File: config.mk
export PLATFORM = sky130hd
export DESIGN_NAME = gen_sweep_ctrl
export DESIGN_NICKNAME = d
export VERILOG_FILES = /design/src/rtl/gen_sweep_pkg.sv /design/src/rtl/gen_attn_ramp.sv /design/src/rtl/gen_sweep_ctrl.sv
export SDC_FILE = /design/constraint.sdc
export NUM_CORES = 1
export LEC_CHECK = 0
export CAP_MARGIN = 5
export CORE_MARGIN = 3
export CORE_UTILIZATION = 50
export DETAILED_ROUTE_END_ITERATION = 8
export PLACE_DENSITY_LB_ADDON = 0.25
export SLEW_MARGIN = 20
export SYNTH_ARGS = -nofsm -noshare
export SYNTH_HDL_FRONTEND = slang
export SYNTH_HIERARCHICAL = 1
export SYNTH_SLANG_ARGS = --single-unit
File: constraint.sdc
create_clock -name adc_clk -period 4.12 [get_ports adc_clk]
set_input_delay 0.824 -clock adc_clk [delete_from_list [all_inputs] [get_ports adc_clk]]
set_output_delay 0.824 -clock adc_clk [all_outputs]
set_load 0.01 [all_outputs]
File: src/rtl/gen_sweep_pkg.sv
// Shared constants for the generator sweep sequencer: register map, CTRL bits, state encoding.
package gen_sweep_pkg;

  localparam int unsigned PHASE_W_DEF = 48;
  localparam int unsigned ATTN_W_DEF  = 18;
  localparam int unsigned DWELL_W_DEF = 32;
  localparam int unsigned NSTEP_W_DEF = 16;
  localparam int unsigned RAMP_SH_DEF = 8;

  localparam int unsigned CFG_ADDR_W = 3;
  localparam int unsigned CFG_DATA_W = 32;

  localparam logic [2:0] CFG_START_H = 3'd0;
  localparam logic [2:0] CFG_START_L = 3'd1;
  localparam logic [2:0] CFG_STEP_H  = 3'd2;
  localparam logic [2:0] CFG_STEP_L  = 3'd3;
  localparam logic [2:0] CFG_DWELL   = 3'd4;
  localparam logic [2:0] CFG_NSTEPS  = 3'd5;
  localparam logic [2:0] CFG_ATTN    = 3'd6;
  localparam logic [2:0] CFG_CTRL    = 3'd7;

  localparam int unsigned CTRL_START = 0;
  localparam int unsigned CTRL_STOP  = 1;
  localparam int unsigned CTRL_LOOP  = 2;
  localparam int unsigned CTRL_DIR   = 3;

  // STEP is the last cycle of every point; DWELL covers the cycles before it.
  localparam int unsigned STATE_W = 3;
  localparam logic [2:0] ST_IDLE    = 3'd0;
  localparam logic [2:0] ST_DWELL   = 3'd1;
  localparam logic [2:0] ST_STEP    = 3'd2;
  localparam logic [2:0] ST_RAMP_UP = 3'd3;
  localparam logic [2:0] ST_RAMP_DN = 3'd4;

endpackage

File: src/rtl/gen_attn_ramp.sv
// Gain ramp: moves level toward target by a fixed step every 2^RAMP_SH cycles, saturating at target.
// Only built when GEN_SWEEP_RAMP_EN is defined.
`ifdef GEN_SWEEP_RAMP_EN
module gen_attn_ramp
  import gen_sweep_pkg::*;
#(
  parameter int unsigned ATTN_W  = ATTN_W_DEF,
  parameter int unsigned RAMP_SH = RAMP_SH_DEF
) (
  input  logic                     clk,
  input  logic                     reset,
  input  logic                     init,
  input  logic                     run,
  input  logic signed [ATTN_W-1:0] init_val,
  input  logic signed [ATTN_W-1:0] target,
  output logic signed [ATTN_W-1:0] level,
  output logic                     settled_c
);

  localparam logic signed [ATTN_W:0] RAMP_STEP = (ATTN_W+1)'(1) << (ATTN_W - 11);

  logic [RAMP_SH-1:0]       tick_q;
  logic signed [ATTN_W:0]   ext_lvl, ext_tgt, up, dn;
  logic signed [ATTN_W-1:0] nxt;

  // One guard bit keeps the +/- step from overflowing before the saturation compare.
  always_comb begin
    ext_lvl = {level[ATTN_W-1], level};
    ext_tgt = {target[ATTN_W-1], target};
    up      = ext_lvl + RAMP_STEP;
    dn      = ext_lvl - RAMP_STEP;
    nxt     = level;
    if (ext_lvl < ext_tgt) begin
      nxt = (up >= ext_tgt) ? target : ATTN_W'(up);
    end else if (ext_lvl > ext_tgt) begin
      nxt = (dn <= ext_tgt) ? target : ATTN_W'(dn);
    end
  end

  assign settled_c = (level == target);

  always_ff @(posedge clk) begin
    if (reset) begin
      tick_q <= '0;
      level  <= '0;
    end else if (init) begin
      tick_q <= '0;
      level  <= init_val;
    end else if (run) begin
      tick_q <= tick_q + RAMP_SH'(1);
      if (&tick_q) level <= nxt;
    end
  end

endmodule
`endif

File: src/rtl/gen_sweep_ctrl.sv
// Frequency-sweep / attenuation sequencer feeding DDS phase increment and generator gain.
// Optional gain ramping on start/stop is enabled by defining GEN_SWEEP_RAMP_EN.
module gen_sweep_ctrl
  import gen_sweep_pkg::*;
#(
  parameter int unsigned PHASE_W = PHASE_W_DEF,
  parameter int unsigned ATTN_W  = ATTN_W_DEF,
  parameter int unsigned DWELL_W = DWELL_W_DEF,
  parameter int unsigned NSTEP_W = NSTEP_W_DEF,
  parameter int unsigned RAMP_SH = RAMP_SH_DEF
) (
  input  logic                     adc_clk,
  input  logic                     reset,
  input  logic                     cfg_wr,
  input  logic [CFG_ADDR_W-1:0]    cfg_addr,
  input  logic [CFG_DATA_W-1:0]    cfg_data,
  output logic [PHASE_W-1:0]       gen_phase_inc,
  output logic signed [ATTN_W-1:0] gen_attn,
  output logic                     sweep_busy,
  output logic                     sweep_done,
  output logic [NSTEP_W-1:0]       step_idx
);

  logic [STATE_W-1:0]       state_q, state_d;
  logic [PHASE_W-1:0]       start_sh_q, start_sh_d, step_sh_q, step_sh_d;
  logic [DWELL_W-1:0]       dwell_sh_q, dwell_sh_d;
  logic [NSTEP_W-1:0]       nsteps_sh_q, nsteps_sh_d;
  logic signed [ATTN_W-1:0] attn_reg_q, attn_reg_d;
  logic                     loop_sh_q, loop_sh_d, dir_sh_q, dir_sh_d;
  logic [PHASE_W-1:0]       step_a_q, step_a_d;
  logic [NSTEP_W-1:0]       nsteps_a_q, nsteps_a_d;
  logic [DWELL_W-1:0]       dwell_a_q, dwell_a_d, dwell_cnt_q, dwell_cnt_d;
  logic                     loop_a_q, loop_a_d, dir_a_q, dir_a_d;
  logic [PHASE_W-1:0]       phase_q, phase_d;
  logic signed [ATTN_W-1:0] attn_q, attn_d;
  logic [NSTEP_W-1:0]       idx_q, idx_d;
  logic                     busy_q, busy_d, done_q, done_d, muted_q, muted_d;

  logic                     start_w, stop_w, load_pt;
  logic [DWELL_W-1:0]       dwell_eff;
  logic [STATE_W-1:0]       first_state;

  assign start_w     = cfg_wr && (cfg_addr == CFG_CTRL) && cfg_data[CTRL_START];
  assign stop_w      = cfg_wr && (cfg_addr == CFG_CTRL) && cfg_data[CTRL_STOP];
  assign dwell_eff   = (dwell_sh_q == '0) ? DWELL_W'(1) : dwell_sh_q;
  assign first_state = (dwell_eff == DWELL_W'(1)) ? ST_STEP : ST_DWELL;

`ifdef GEN_SWEEP_RAMP_EN
  logic                     ramp_init, ramp_run, ramp_settled_c;
  logic signed [ATTN_W-1:0] ramp_init_val, ramp_target, ramp_level;

  assign ramp_run    = ((state_q == ST_RAMP_UP) || (state_q == ST_RAMP_DN)) && !ramp_init;
  assign ramp_target = (state_q == ST_RAMP_DN) ? '0 : attn_reg_q;

  gen_attn_ramp #(
    .ATTN_W  (ATTN_W),
    .RAMP_SH (RAMP_SH)
  ) u_ramp (
    .clk       (adc_clk),
    .reset     (reset),
    .init      (ramp_init),
    .run       (ramp_run),
    .init_val  (ramp_init_val),
    .target    (ramp_target),
    .level     (ramp_level),
    .settled_c (ramp_settled_c)
  );
`endif

  always_ff @(posedge adc_clk) begin
    if (reset) begin
      state_q     <= ST_IDLE;
      start_sh_q  <= '0;
      step_sh_q   <= '0;
      dwell_sh_q  <= '0;
      nsteps_sh_q <= '0;
      attn_reg_q  <= '0;
      loop_sh_q   <= 1'b0;
      dir_sh_q    <= 1'b0;
      step_a_q    <= '0;
      nsteps_a_q  <= '0;
      dwell_a_q   <= '0;
      dwell_cnt_q <= '0;
      loop_a_q    <= 1'b0;
      dir_a_q     <= 1'b0;
      phase_q     <= '0;
      attn_q      <= '0;
      idx_q       <= '0;
      busy_q      <= 1'b0;
      done_q      <= 1'b0;
      muted_q     <= 1'b1;
    end else begin
      state_q     <= state_d;
      start_sh_q  <= start_sh_d;
      step_sh_q   <= step_sh_d;
      dwell_sh_q  <= dwell_sh_d;
      nsteps_sh_q <= nsteps_sh_d;
      attn_reg_q  <= attn_reg_d;
      loop_sh_q   <= loop_sh_d;
      dir_sh_q    <= dir_sh_d;
      step_a_q    <= step_a_d;
      nsteps_a_q  <= nsteps_a_d;
      dwell_a_q   <= dwell_a_d;
      dwell_cnt_q <= dwell_cnt_d;
      loop_a_q    <= loop_a_d;
      dir_a_q     <= dir_a_d;
      phase_q     <= phase_d;
      attn_q      <= attn_d;
      idx_q       <= idx_d;
      busy_q      <= busy_d;
      done_q      <= done_d;
      muted_q     <= muted_d;
    end
  end

  always_comb begin
    state_d     = state_q;
    start_sh_d  = start_sh_q;
    step_sh_d   = step_sh_q;
    dwell_sh_d  = dwell_sh_q;
    nsteps_sh_d = nsteps_sh_q;
    attn_reg_d  = attn_reg_q;
    loop_sh_d   = loop_sh_q;
    dir_sh_d    = dir_sh_q;
    step_a_d    = step_a_q;
    nsteps_a_d  = nsteps_a_q;
    dwell_a_d   = dwell_a_q;
    dwell_cnt_d = dwell_cnt_q;
    loop_a_d    = loop_a_q;
    dir_a_d     = dir_a_q;
    phase_d     = phase_q;
    attn_d      = attn_q;
    idx_d       = idx_q;
    done_d      = 1'b0;
    muted_d     = muted_q;
    load_pt     = 1'b0;
`ifdef GEN_SWEEP_RAMP_EN
    ramp_init     = 1'b0;
    ramp_init_val = '0;
`endif

    // Config writes land in shadow registers; the sweep only sees them at START or loop reload.
    if (cfg_wr) begin
      case (cfg_addr)
        CFG_START_H: start_sh_d[PHASE_W-1:16] = cfg_data[PHASE_W-17:0];
        CFG_START_L: start_sh_d[15:0]         = cfg_data[15:0];
        CFG_STEP_H:  step_sh_d[PHASE_W-1:16]  = cfg_data[PHASE_W-17:0];
        CFG_STEP_L:  step_sh_d[15:0]          = cfg_data[15:0];
        CFG_DWELL:   dwell_sh_d               = cfg_data[DWELL_W-1:0];
        CFG_NSTEPS:  nsteps_sh_d              = cfg_data[NSTEP_W-1:0];
        CFG_ATTN: begin
          attn_reg_d = cfg_data[ATTN_W-1:0];
          if (!muted_q) attn_d = cfg_data[ATTN_W-1:0];
        end
        CFG_CTRL: begin
          loop_sh_d = cfg_data[CTRL_LOOP];
          dir_sh_d  = cfg_data[CTRL_DIR];
        end
        default: ;
      endcase
    end

    if (stop_w) begin
`ifdef GEN_SWEEP_RAMP_EN
      if (state_q != ST_IDLE) begin
        state_d       = ST_RAMP_DN;
        ramp_init     = 1'b1;
        ramp_init_val = attn_q;
      end else begin
        attn_d  = '0;
        muted_d = 1'b1;
      end
`else
      state_d = ST_IDLE;
      attn_d  = '0;
      muted_d = 1'b1;
`endif
    end else if (start_w) begin
      load_pt  = 1'b1;
      loop_a_d = loop_sh_d;
      dir_a_d  = dir_sh_d;
      muted_d  = 1'b0;
      attn_d   = attn_reg_q;
    end else begin
      case (state_q)
        ST_DWELL: begin
          dwell_cnt_d = dwell_cnt_q - DWELL_W'(1);
          if (dwell_cnt_q <= DWELL_W'(2)) state_d = ST_STEP;
        end
        ST_STEP: begin
          if (idx_q == nsteps_a_q) begin
            if (loop_a_q) begin
              load_pt = 1'b1;
            end else begin
              state_d = ST_IDLE;
              done_d  = 1'b1;
            end
          end else begin
            phase_d     = dir_a_q ? (phase_q - step_a_q) : (phase_q + step_a_q);
            idx_d       = idx_q + NSTEP_W'(1);
            dwell_cnt_d = dwell_a_q;
            state_d     = (dwell_a_q == DWELL_W'(1)) ? ST_STEP : ST_DWELL;
          end
        end
`ifdef GEN_SWEEP_RAMP_EN
        ST_RAMP_UP: begin
          attn_d = ramp_level;
          if (ramp_settled_c) begin
            dwell_cnt_d = dwell_a_q;
            state_d     = (dwell_a_q == DWELL_W'(1)) ? ST_STEP : ST_DWELL;
          end
        end
        ST_RAMP_DN: begin
          attn_d = ramp_level;
          if (ramp_settled_c) begin
            state_d = ST_IDLE;
            muted_d = 1'b1;
          end
        end
`endif
        default: ;
      endcase
    end

    // Load the first point of a sweep from the shadow registers.
    if (load_pt) begin
      phase_d     = start_sh_q;
      idx_d       = '0;
      step_a_d    = step_sh_q;
      nsteps_a_d  = nsteps_sh_q;
      dwell_a_d   = dwell_eff;
      dwell_cnt_d = dwell_eff;
      state_d     = first_state;
    end

`ifdef GEN_SWEEP_RAMP_EN
    if (start_w && !stop_w) begin
      state_d       = ST_RAMP_UP;
      attn_d        = '0;
      ramp_init     = 1'b1;
      ramp_init_val = '0;
    end
`endif

    busy_d = (state_d != ST_IDLE);
  end

  assign gen_phase_inc = phase_q;
  assign gen_attn      = attn_q;
  assign sweep_busy    = busy_q;
  assign sweep_done    = done_q;
  assign step_idx      = idx_q;

endmodule
# ---- Word level (Yosys, flattened, before mapping)
# Index checks and enable logic that the tools add are counted.
dict set report classes {
  add_sub_neg 4
  n_lt_le_gt_ge 1
  n_eq_ne 17
  muxes 35
  n_bitwise 4
  n_reduce_logical 25
}
# op n
set ops {}
lappend ops {{2-to-1 mux 48 bit} 6}
lappend ops {{2-to-1 mux 32 bit} 5}
lappend ops {{2-to-1 mux 18 bit} 4}
lappend ops {{equality test 32 x 1 -> 1 bit, second input constant} 2}
lappend ops {{case mux 32 bit (2 select lines)} 1}
lappend ops {{adder 48 bit} 1}
lappend ops {{subtractor 48 bit} 1}
lappend ops {{less-or-equal comparator 32 x 2 -> 1 bit, second input constant} 1}
lappend ops {{logical NOT 32 bit} 1}
lappend ops {{subtractor 32 x 1 -> 32 bit, second input constant} 1}
lappend ops {{2-to-1 mux 3 bit} 6}
lappend ops {{adder 16 x 1 -> 16 bit, second input constant} 1}
lappend ops {{equality test 16 bit} 1}
lappend ops {{AND reduction 2 bit} 8}
lappend ops {{equality test 3 bit, second input constant} 4}
lappend ops {{AND reduction 4 bit} 3}
lappend ops {{2-to-1 mux 1 bit} 10}
lappend ops {{equality test 3 x 2 -> 1 bit, second input constant} 3}
lappend ops {{equality test 3 x 1 -> 1 bit, second input constant} 2}
lappend ops {{inequality test 2 x 1 -> 1 bit, second input constant} 3}
lappend ops {{case mux 3 bit (2 select lines)} 1}
lappend ops {{nonzero test 2 bit} 3}
lappend ops {{nonzero test 3 bit} 2}
lappend ops {{OR reduction 5 bit} 1}
lappend ops {{8 further kinds} 15}
dict set report totals {
  regBits 382
  inputBits 38
  out_inout_bits 84
  wordCells 108
}

# ---- Depth between registers and ports, before layout
dict set report depth {
  ltp_word 8
  depth_mapped 20
  mapped_depth_nobuf 20
}

# ---- Worst setup path before layout
# Ideal clock, no wire load.
dict set report synth_path {
  kind {register to register}
  startpoint {register step_a_q[5]}
  endpoint {register phase_q[40], in the netlist gen_phase_inc[40]}
  setup_time_ns 0.086
  arrival_ns 4.113
  required_ns 4.034
  slack_ns -0.078
  path_stages_with_launch 19
  n_path_buf 1
  synth_period_minus_slack_ns 4.198
  cell_sequence {dfxtp_1 nor3_1 nand2_1 nor4_1 and3_1 nor2_1 xnor2_1 ha_1 and4_1 clkbuf_1 nand3_1 or2_2 o21ba_2 o21ai_0 a211oi_1 a211oi_1 a31oi_1 xor2_1 a211oi_1}
}
dict set report synth_via {
  elab_chain_len 7
  elab_cells_between_ends 8
  classes_between {add/sub: 2; mux: 6}
}
# item line_no
set synth_rtl {}
lappend synth_rtl {{start, declared} gen_sweep_ctrl.sv:30} ;# logic [PHASE_W-1:0] step_a_q, step_a_d;
lappend synth_rtl {{start signal, assigned} gen_sweep_ctrl.sv:101} ;# step_a_q <= step_a_d;
lappend synth_rtl {{adder 48 bit or subtractor 48 bit (tied branches)} gen_sweep_ctrl.sv:199} ;# phase_d = dir_a_q ? (phase_q - step_a_q) : (phase_q + step_a_q);
lappend synth_rtl {{2-to-1 mux 48 bit (*)} gen_sweep_ctrl.sv:199}
lappend synth_rtl {{2-to-1 mux 48 bit (*)} gen_sweep_ctrl.sv:191} ;# if (idx_q == nsteps_a_q) begin
lappend synth_rtl {{2-to-1 mux 48 bit (*)} gen_sweep_ctrl.sv:185} ;# case (state_q)
lappend synth_rtl {{2-to-1 mux 48 bit (*)} gen_sweep_ctrl.sv:178} ;# end else if (start_w) begin
lappend synth_rtl {{2-to-1 mux 48 bit (*)} gen_sweep_ctrl.sv:163} ;# if (stop_w) begin
lappend synth_rtl {{2-to-1 mux 48 bit (*)} gen_sweep_ctrl.sv:226} ;# if (load_pt) begin
lappend synth_rtl {{end signal, assigned} gen_sweep_ctrl.sv:107} ;# phase_q <= phase_d;
lappend synth_rtl {{end, declared} gen_sweep_ctrl.sv:34} ;# logic [PHASE_W-1:0] phase_q, phase_d;
# Every way passes the cells marked *; elsewhere a longest branch is shown, timed or not. The select of a mux whose other input is x is not followed.
# A chain may end at the register's enable or synchronous reset.

# ---- Final worst setup path
dict set report layout_path {
  startpoint {register step_a_q[7]}
  endpoint {register phase_q[46], in the netlist gen_phase_inc[46]}
}
# Same word-level chain as after synthesis.

==> results.py <==
metrics = {
    "finish": {
        "areaGrowthSynthToFinish_pct": 26.0,
        "final_common_cell": "nand2_1",
        "fillers": 3149,
        "seq_area_um2": 7610,
        "drive_above_1_share_pct": 14.6,
        "multiInputGateArea_um2": 11000,
        "post-route-util_pct": 64.4,
        "final_cell_mix": "nand2_1 (655), dfxtp_1 (378), a21oi_1 (340), buf_4 (205), nor2_1 (124)",
        "fin_nets": 2787,
    },
    "status": {
        "violations": "setup timing",
        "outcome": "complete, but fails checks",
    },
    "critical_path": {
        "crit_arrival_ps": 4690,
        "cp_cell_sequence": "nor3_2 > buf_4 > nand2_4 > nor4_4 > buf_4 > and3_4 > nor2_4 > xnor2_2 > ha_1 > buf_6 > and4_4 > nand3_2 > or2_4 > o21ba_4 > nand3b_1 > o21ai_2 > buf_6 > o22a_1 > or4_4 > a211oi_2 > a311o_1",
        "slowest_stage": "or4_4",
        "critPathKind": "reg -> reg",
        "crit_fanout": 4,
        "startpoint_type": "register",
        "end_kind": "register",
        "cpPeakStageDelay_ps": 500,
        "crit_required_ps": 4630,
    },
    "detailed_routing": {
        "vias": 18700,
        "routed_wl_um": 59600,
        "avgViaCountPerCell": 5.79,
        "first_iter_violations": 1792,
        "wl_per_cell_um": 18.4,
        "dr.pass1.iters": 5,
        "drc": 0,
        "postRouteAntennaNets": 0,
    },
    "die": {
        "core_um2": 36900,
        "initial_core_util_pct": 51.1,
        "die_w_um": 200,
        "row_count": 70,
        "die_h_um": 200,
        "design.die.area_um2": 40100,
        "num_io_pins": 122,
    },
    "global_routing": {
        "grt_use_total_pct": 28.3,
        "antenna_found_initial": 0,
        "grt_max_degree": 156,
        "grt_first_pass_wirelength_um": 93500,
        "grt_pass1_vias": 17500,
        "overflow": 0,
    },
    "clock_tree": {
        "clockBufferDepth": 3,
        "clk_latency_ps": 560,
        "holdBufCountCts": 0,
        "clock_tree.root_cell": "clkbuf_16",
        "clk_transition_reported_paths_ps": 70,
        "htreeDepth": 2,
        "cts_sinks": 380,
        "cts_tree": "built",
        "cts_buffers": 42,
    },
    "logic_synthesis": {
        "synth.distinct_cells": 69,
        "syn_avg_cell_area_um2": 7.57,
        "synth.area.mux_share_pct": 1.12,
        "synth-edff-count": 0,
        "async_reset_ff_share_pct": 0,
        "ys.warnings.count": 6,
        "synth_adder_area_share_pct": 3.56,
        "postSynthCellCount": 2491,
        "synth-seq-cells": 380,
        "synth_xor_area_share_pct": 6.32,
        "yosys.area_share.simple_pct": 24.5,
        "yosys_most_used_dff": "dfxtp_1",
        "synthesis.area_um2": 18900,
        "ys_seq_area_share_pct": 40.3,
        "synth_top_family_by_area": "simple AND/OR/NAND/NOR gates",
        "synth_compound_area_share_pct": 19.8,
        "synth_fp_nets": 2582,
    },
    "sta": {
        "setup_viol": 1,
        "worstMarginPinSlew_ps": 1040,
        "finalClockSkew_ps": 14.3,
        "hold_violations": 0,
        "final.period_utilization_pct": 102,
        "max_freq_mhz": 239,
        "fin_crit_ps": 4180,
        "slew_violations": 0,
        "slew_headroom_pct": 31.0,
        "rsz0062_at_grt": "true",
        "setup_ws_ps": -62.7,
        "tns_ps": -62.7,
    },
    "placed_design": {
        "port_buffers": 121,
        "dp_hpwl_um": 41100,
        "routabilityCongestion": 0.930,
    },
    "run": {
        "drv_cap": 0,
    },
    "power_and_ir_drop": {
        "leakagePower_nw": 9.11,
        "vdd_drop_max_mv": 0.241,
        "cellPowerDensity_nw_per_um2": 392,
    },
    "worst_hold_path": {
        "hp-class": "reg -> reg",
    },
}
-- sequential cells by signal, indices dropped and copies added (netlist names) --
name and count:
step_idx 16, dwell_a_q 32, step_a_q 48, loop_a_q 1
dwell_cnt_q 32, dwell_sh_q 32, attn_reg_q 18, step_sh_q 48
muted_q 1, gen_attn 18, sweep_busy 1, dir_a_q 1
state_q 3, nsteps_sh_q 16, sweep_done 1, nsteps_a_q 16
start_sh_q 48, gen_phase_inc 48
-- per-layer routing --
metal	part of all wire, %	track usage, %	wire [um]	up-vias
met2	47	46.3	28000	680
met1	43	37.8	25400	8858
met5	0	0	0	-
met3	6.5	4.34	3880	150
li1	-	-	-	9036
met4	3.9	10.7	2300	0
-- through the flow --
| stage | cell area (um2) | hold slack [ps] | cells | worst slack (ps) | power [mW] |
|---|---|---|---|---|---|
| after floorplan | 18900 | 427 | 2491 | 11.9 | 4.76 |
| after global placement | 21600 | 436 | 3135 | -205 | 5.21 |
| after detailed placement | 21600 | 444 | 3135 | -263 | 5.23 |
| after CTS | 23100 | 453 | 3211 | 8.22 | 9.20 |
| after global routing | 23800 | 466 | 3231 | -199 | 9.64 |
| final | 23800 | 448 | 3232 | -62.7 | 9.32 |
-- cell usage after synthesis, types with 6 or more instances --
master | instances | area [um2]
a211oi_1 | 23 | 173
a21o_1 | 27 | 203
a21oi_1 | 358 | 1790
a311oi_1 | 32 | 280
a31oi_1 | 52 | 325
and3_1 | 25 | 156
buf_1 | 13 | 48.8
buf_4 | 10 | 75.1
clkbuf_1 | 149 | 559
dfxtp_1 | 380 | 7610
ha_1 | 52 | 651
inv_1 | 32 | 120
mux2i_1 | 20 | 200
nand2_1 | 661 | 2480
nand2b_1 | 23 | 144
nand3_1 | 63 | 315
nand3b_1 | 6 | 45.0
nand4_1 | 24 | 150
nor2_1 | 132 | 495
nor2b_1 | 12 | 75.1
nor3_1 | 33 | 165
nor4_1 | 33 | 206
o211ai_1 | 35 | 263
o21a_1 | 6 | 45.0
o21ai_0 | 47 | 235
o21bai_1 | 11 | 82.6
o22ai_1 | 12 | 75.1
or3_1 | 20 | 125
xnor2_1 | 95 | 832
xor2_1 | 41 | 359
-- cell type report --
| class | instances | share of cell area, % |
|---|---|---|
| Clock inverter | 19 | 1.14 |
| Multi-Input combinational cell | 1903 | 46.4 |
| Clock buffer | 56 | 4.95 |
| Inverter | 32 | 0.506 |
| Tap cell | 504 | 2.65 |
| Antenna cell | 1 | 0.0105 |
| Sequential cell | 380 | 32.0 |
| Timing Repair Buffer | 337 | 12.3 |
-- kinds of logic (layout without fill, tap and decap cells) --
logic type,count (synthesis),count (layout)
simple gates,1061,1061
mux,21,21
flops,380,380
compound gates,632,632
other cells,0,1
buf+inv,208,444
xor+xnor,136,136
fa+ha+maj,53,53
-- path summary, 6_finish.rpt --
kind | from | to | slack (ps) | cells past startpoint
worst min-delay path | step_sh_q[36] | step_a_q[36] | 450 | 2
worst max-delay path | step_a_q[7] | gen_phase_inc[46] | -60 | 21
worst max register to register | step_a_q[7] | gen_phase_inc[46] | -60 | 21
worst min register to register | step_sh_q[36] | step_a_q[36] | 450 | 2
-- power breakdown --
part	leakage (nW)	internal (mW)	switching, mW
clock	0.703	2.39	1.58
sequential	3.07	3.73	0.0509
combinational	5.33	0.739	0.824
total	9.11	6.86	2.46
-- timing repair --
item                                    4_1_cts  5_1_grt
resized for setup                            23      119
endpoints found under the setup margin       12       21
pin swaps                                     5       75
buffers inserted                              1       23
-- critical path: cells and delay by family (launching register included) --
| kind | cells | cell delay [ps] |
|---|---|---|
| compound gates | 5 | 890 |
| flops | 1 | 330 |
| xor+xnor | 1 | 140 |
| buf+inv | 4 | 570 |
| fa+ha+maj | 1 | 320 |
| simple gates | 10 | 1880 |
No activity file was read; power rests on OpenSTA's default activity.
